$ cat config.mk
export PLATFORM = sky130hd
export DESIGN_NAME = spi_ram_ctrl
export DESIGN_NICKNAME = d
export VERILOG_FILES = /design/src/rtl/spi_pkg.sv /design/src/rtl/spi_ram_mem.sv /design/src/rtl/spi_ram_ctrl.sv
export SDC_FILE = /design/constraint.sdc
export NUM_CORES = 2
export LEC_CHECK = 0
export CAP_MARGIN = 20
export CORE_ASPECT_RATIO = 0.75
export CORE_MARGIN = 2
export CORE_UTILIZATION = 40
export DETAILED_ROUTE_END_ITERATION = 6
export GPL_TIMING_DRIVEN = 0
export PLACE_DENSITY = 0.5
export SLEW_MARGIN = 25
export SYNTH_ARGS = -nofsm -noshare
export SYNTH_HDL_FRONTEND = slang
export SYNTH_SLANG_ARGS = --single-unit
$ cat constraint.sdc
create_clock -name clk -period 5.7 [get_ports clk]
set_input_delay 0.57 -clock clk [delete_from_list [all_inputs] [get_ports clk]]
set_output_delay 0.57 -clock clk [all_outputs]
set_load 0.05 [all_outputs]
$ cat src/rtl/spi_pkg.sv
// Shared definitions for the SPI command path: frame control field width,
// command encoding and an address-width helper.
package spi_pkg;

  localparam int CTRL_WIDTH = 2;

  typedef enum logic [1:0] {
    WR_ADDR = 2'b00,
    WR_DATA = 2'b01,
    RD_ADDR = 2'b10,
    RD_DATA = 2'b11
  } spi_cmd_t;

  // Keeps a single-word memory from collapsing to a zero-width address.
  function automatic int addr_bits(input int depth);
    return (depth > 1) ? $clog2(depth) : 1;
  endfunction

endpackage

$ cat src/rtl/spi_ram_mem.sv
// 1W/1R synchronous RAM with a registered read port; the array and read
// register are never reset so contents survive a controller reset.
module spi_ram_mem
  import spi_pkg::*;
#(
  parameter int DEPTH = 256,
  parameter int WIDTH = 8,
  parameter int AW    = addr_bits(DEPTH)
) (
  input  logic             clk,
  input  logic             we,
  input  logic [AW-1:0]    waddr,
  input  logic [WIDTH-1:0] wdata,
  input  logic             re,
  input  logic [AW-1:0]    raddr,
  output logic [WIDTH-1:0] rdata
);

  logic [WIDTH-1:0] mem_q [DEPTH];

  always_ff @(posedge clk) begin
    if (we) mem_q[waddr] <= wdata;
    if (re) rdata <= mem_q[raddr];
  end

endmodule

$ cat src/rtl/spi_ram_ctrl.sv
// Command decoder behind the SPI slave: edge-detects frame-ready, executes
// address/data commands against the RAM and presents read data back.
module spi_ram_ctrl
  import spi_pkg::*;
#(
  parameter int FRAME_WIDTH = 8,
  parameter int MEM_DEPTH   = 256,
  parameter bit AUTO_INC    = 1'b0
) (
  input  logic                            clk,
  input  logic                            rst,
  input  logic                            rx_valid,
  input  logic [FRAME_WIDTH+CTRL_WIDTH-1:0] rx_data,
  output logic                            tx_valid,
  output logic [FRAME_WIDTH-1:0]          tx_data,
  output logic                            cmd_err
);

  localparam int AW = addr_bits(MEM_DEPTH);

  logic                   rx_valid_q, init_q;
  logic                   accept;
  spi_cmd_t               cmd;
  logic [FRAME_WIDTH-1:0] payload;
  logic [AW-1:0]          wr_addr_q, wr_addr_d;
  logic [AW-1:0]          rd_addr_q, rd_addr_d;
  logic                   rd_addr_set_q, rd_addr_set_d;
  logic                   tx_valid_q, tx_valid_d;
  logic                   cmd_err_q, cmd_err_d;
  logic                   data_ok_q, data_ok_d;
  logic                   mem_we, mem_re;
  logic [FRAME_WIDTH-1:0] mem_rdata;

  // init_q masks the first cycle after reset so a level already high at
  // release is not mistaken for a fresh frame.
  assign accept  = rx_valid & ~rx_valid_q & ~init_q;
  assign cmd     = spi_cmd_t'(rx_data[FRAME_WIDTH+CTRL_WIDTH-1 -: CTRL_WIDTH]);
  assign payload = rx_data[FRAME_WIDTH-1:0];
  assign mem_we  = accept && (cmd == WR_DATA);
  assign mem_re  = accept && (cmd == RD_DATA);

  always_comb begin
    wr_addr_d     = wr_addr_q;
    rd_addr_d     = rd_addr_q;
    rd_addr_set_d = rd_addr_set_q;
    tx_valid_d    = tx_valid_q;
    cmd_err_d     = 1'b0;
    data_ok_d     = data_ok_q | mem_re;
    if (!rx_valid) tx_valid_d = 1'b0;
    if (accept) begin
      tx_valid_d = 1'b0;
      unique case (cmd)
        WR_ADDR: wr_addr_d = payload[AW-1:0];
        WR_DATA: begin
          if (AUTO_INC) begin
            if (wr_addr_q == AW'(MEM_DEPTH-1)) wr_addr_d = '0;
            else                               wr_addr_d = wr_addr_q + AW'(1);
          end
        end
        RD_ADDR: begin
          rd_addr_d     = payload[AW-1:0];
          rd_addr_set_d = 1'b1;
        end
        RD_DATA: begin
          tx_valid_d = 1'b1;
          cmd_err_d  = ~rd_addr_set_q;
        end
      endcase
    end
  end

  always_ff @(posedge clk or posedge rst) begin
    if (rst) begin
      rx_valid_q    <= 1'b0;
      init_q        <= 1'b1;
      wr_addr_q     <= '0;
      rd_addr_q     <= '0;
      rd_addr_set_q <= 1'b0;
      tx_valid_q    <= 1'b0;
      cmd_err_q     <= 1'b0;
      data_ok_q     <= 1'b0;
    end else begin
      rx_valid_q    <= rx_valid;
      init_q        <= 1'b0;
      wr_addr_q     <= wr_addr_d;
      rd_addr_q     <= rd_addr_d;
      rd_addr_set_q <= rd_addr_set_d;
      tx_valid_q    <= tx_valid_d;
      cmd_err_q     <= cmd_err_d;
      data_ok_q     <= data_ok_d;
    end
  end

  spi_ram_mem #(
    .DEPTH (MEM_DEPTH),
    .WIDTH (FRAME_WIDTH),
    .AW    (AW)
  ) u_mem (
    .clk   (clk),
    .we    (mem_we),
    .waddr (wr_addr_q),
    .wdata (payload),
    .re    (mem_re),
    .raddr (rd_addr_q),
    .rdata (mem_rdata)
  );

  // The RAM read register is not reset, so gate it until a read has landed.
  assign tx_valid = tx_valid_q;
  assign tx_data  = data_ok_q ? mem_rdata : '0;
  assign cmd_err  = cmd_err_q;

endmodule

==> impl_metrics.ini <==
[run_status]
outcome = finished with violations
violations = design-rule violations, negative setup slack

[global_route]
grt_overflow = 0
grt_pass1_wl_mm = 406.7
grt_max_degree = 114
grt_pass1_vias = 41770
grt-busiest-layer = met1
grtUsageMet3_pct = 10.68
grtUsageMet1_pct = 45.27
grt_antenna_before_repair = 33
gr-usage-met2_pct = 41.40
grtUsageTotal_pct = 30.46

[worst_setup_path]
cp.required_ns = 6.23
cp.buffers_inverters = 3
crit_fanout = 10
worst_ep_arrival_time_ns = 6.24
cp-end-kind = register
ff2ff_setup_slack_ns = -0.01
crit_slowest_cell = nor3_1
crit_chain = or2_2, clkbuf_1, clkbuf_1, buf_1, o221ai_1, o22ai_1, o32ai_2, nor3_1, nor3_1
slowest_delay_ns = 0.99
critPathTopFamily = buffers and inverters
worstSetupPathType = register to register
cp-start-kind = register

[logic_synthesis]
netlist_area_um2 = 80560
ys_ff_latch = 2078
ys.flop_type = edfxtp_1
synth_edf_count = 2056
synth_top_area_share_pct = 76.64
synth.avg_cell_area_um2 = 20.72
synthDistinctLibCells = 62
synth_nets = 3900
synthCells = 3887
synth_seq_area_share_pct = 77.33
synth_area_leaders = edfxtp_1 (77%), mux4_2 (12%), mux2i_1 (2.3%), nor2_1 (1.4%), a22oi_1 (1.1%)
ys_warn_count = 0
yosys.area.top_type = edfxtp_1
synthArstFlopShare_pct = 1.059

[die]
die_h_um = 392.6
rows = 142
dieArea_um2 = 205000
die_w_um = 522.2
core_um2 = 199900
ioPinCount = 23
start_util_pct = 40.30

[drt]
drt-total-wl_mm = 314.2
vias_per_cell = 6.481
wl_per_cell_um = 44.90
num_vias = 45360
drt_pass1_iterations = 7
dr.first_iter.drc_count = 8959
antenna_left = 0
post-route-drc-count = 5

[cts]
cts_hold_buf = 0
cts_sinks = 2078
cts_tree = yes
cts_resized = 0
clk_latency_ns = 0.86
clockRootBuffer = clkbuf_16
clock_path_buffers = 3
cts.clk_slew.worst_paths_ns = 0.07
post_cts_buffers = 0
cts_inserted_buffers = 196
cts_max_level = 4

[layout]
final_util_pct = 45.98
multi_input_area_um2 = 16990
fillers = 16820
layout.nets = 4178
drive_gt1_share_pct = 23.30
area_delta_synth_final_pct = 14.07
regArea_um2 = 62290
fin_area_um2 = 91890

[power_and_ir_drop]
ir_drop_uv = 370.1
pwr-share-clk_pct = 34.1
p_int_w = 0.02624
pwr-share-comb_pct = 21.8
p_leak_nw = 28.19
seqPwrFrac_pct = 44.1
power_switching_w = 0.01203
switching_share_pct = 31.44
p_per_area_nw_per_um2 = 416.5

[sta]
worst_slew_pin_slew_ns = 1.352
relSlewSlack_pct = 9.172
period_share_pct = 100.2
skew_ns = 0.03881
hold_viol = 0
setup_slack_ns = -0.01251
rsz0062_at_grt = no
drv_slew = 0
fin_crit_ns = 5.713
whs_ns = 0.09371
fmax_mhz = 175.1
setup_viol = 1
finalSetupTns_ns = -0.01251

[placed_design]
dp_slack_ns = 0.3885
place_area_um2 = 85660
io_buffers = 22
place.gp.congestion = 0.9646
post-dp-hpwl_mm = 210.6

[flow_run]
maxCapViolCount = 0

[hold_path]
hp-class = input port to async pin
## worst reg2reg max path, cell delays in order (launching register included)
cell      delay (ns)
dfrtp_1         0.38
or2_2           0.12
clkbuf_1        0.78
clkbuf_1        0.83
buf_1           0.78
o221ai_1        0.35
o22ai_1         0.59
o32ai_2         0.34
nor3_1          0.99
nor3_1          0.25
## cells by family after synthesis
group,Yosys count,synth area share [%]
and+or+nand+nor,527,2.869
muxes,625,14.38
buffers and inverters,239,1.833
other,1,0.004655
AOI/OAI and AO/OA,417,3.589
DFF,2078,77.33
## synth_stat cells, types with 10 or more instances
master	count
a211oi_1	12
a21oi_1	96
a221oi_1	10
a22oi_1	114
and2_1	14
buf_1	13
buf_2	67
buf_4	26
buf_6	34
clkbuf_1	85
dfrtp_1	21
edfxtp_1	2056
mux2_2	18
mux2i_1	183
mux4_2	424
nand2_1	79
nand3_1	36
nor2_1	293
nor2b_1	16
nor3_1	36
nor4_1	20
o211ai_1	10
o21ai_0	30
o221ai_1	47
o22ai_1	39
## per-stage QoR
step,std cells,total power (W)
floorplan,3887,0.02078
global placement,6573,0.02521
detailed placement,6631,0.02522
CTS,6995,0.03794
global route,6995,0.03874
finish,6998,0.03827
## registers in the layout, summed over array words and instances (netlist names)
register       count
u_mem.mem_q     2048
rd_addr_set_q      1
rd_addr_q          8
tx_valid           1
wr_addr_q          8
cmd_err            1
u_mem.rdata        8
data_ok_q          1
rx_valid_q         1
init_q             1
## placed cells by master (no fill, tap or decap), types with 11 or more instances in the layout
cell,netlist,routed
a21oi_1,96,96
buf_4,26,29
mux4_2,424,424
mux2i_1,183,183
and2_1,14,14
clkbuf_2,0,36
dfrtp_1,21,21
nand2_1,79,79
o22ai_1,39,39
buf_12,6,17
clkbuf_1,85,105
mux2_2,18,18
nor2_2,1,40
nor4_1,20,15
buf_8,4,19
nand3_1,36,35
bufinv_16,0,11
o221ai_1,47,47
buf_2,67,77
buf_16,0,33
nor2b_1,16,16
clkinv_1,1,56
o21ai_0,30,30
clkbuf_16,0,199
a22oi_1,114,114
nor2_1,293,254
edfxtp_1,2056,2056
buf_6,34,37
clkinv_2,0,19
clkdlybuf4s50_1,0,14
nor3_1,36,33
## power groups by stage
stage / Combinational, W / Sequential, W / Clock [W]
5_1_grt: 0.00824 / 0.0169 / 0.0136
4_1_cts: 0.00803 / 0.0169 / 0.0130
6_report: 0.00836 / 0.0169 / 0.0130
2_1_floorplan: 0.00359 / 0.0172 / 0
3_5_place_dp: 0.00802 / 0.0172 / 0
3_3_place_gp: 0.00780 / 0.0174 / 0
## per-layer routing
| layer | wire length (um) | part of all wire (%) | up-vias |
|---|---|---|---|
| li1 | - | - | 16800 |
| met1 | 131500 | 42 | 24640 |
| met2 | 127600 | 41 | 3322 |
| met4 | 12530 | 4.0 | 26 |
| met3 | 42410 | 13 | 570 |
| met5 | 207 | 0.066 | - |
## path summary, 6_finish.rpt
| kind | from | to | depth (start not counted) |
|---|---|---|---|
| min in group clk | rx_data[1] | u_mem.mem_q[214][1] | 1 |
| worst min register to register | rd_addr_set_q | cmd_err | 1 |
| worst max-delay path | rd_addr_q[2] | u_mem.rdata[7] | 9 |
| worst max register to register | rd_addr_q[2] | u_mem.rdata[7] | 9 |
| max in group asynchronous | rst | cmd_err | 2 |
| worst min-delay path | rst | rx_valid_q | 2 |
## layout make-up
class / instances / share of cell area (%)
diodes: 3 / 0.008169
clock buffers: 265 / 5.787
plain buffers: 235 / 1.656
flip-flops and latches: 2078 / 67.79
clock inverters: 99 / 0.9408
repair buffers: 80 / 1.692
inverters: 4 / 0.01634
well taps: 2664 / 3.627
multi-input cells: 1570 / 18.49
Note: power is estimated with default switching activity, not from simulation.
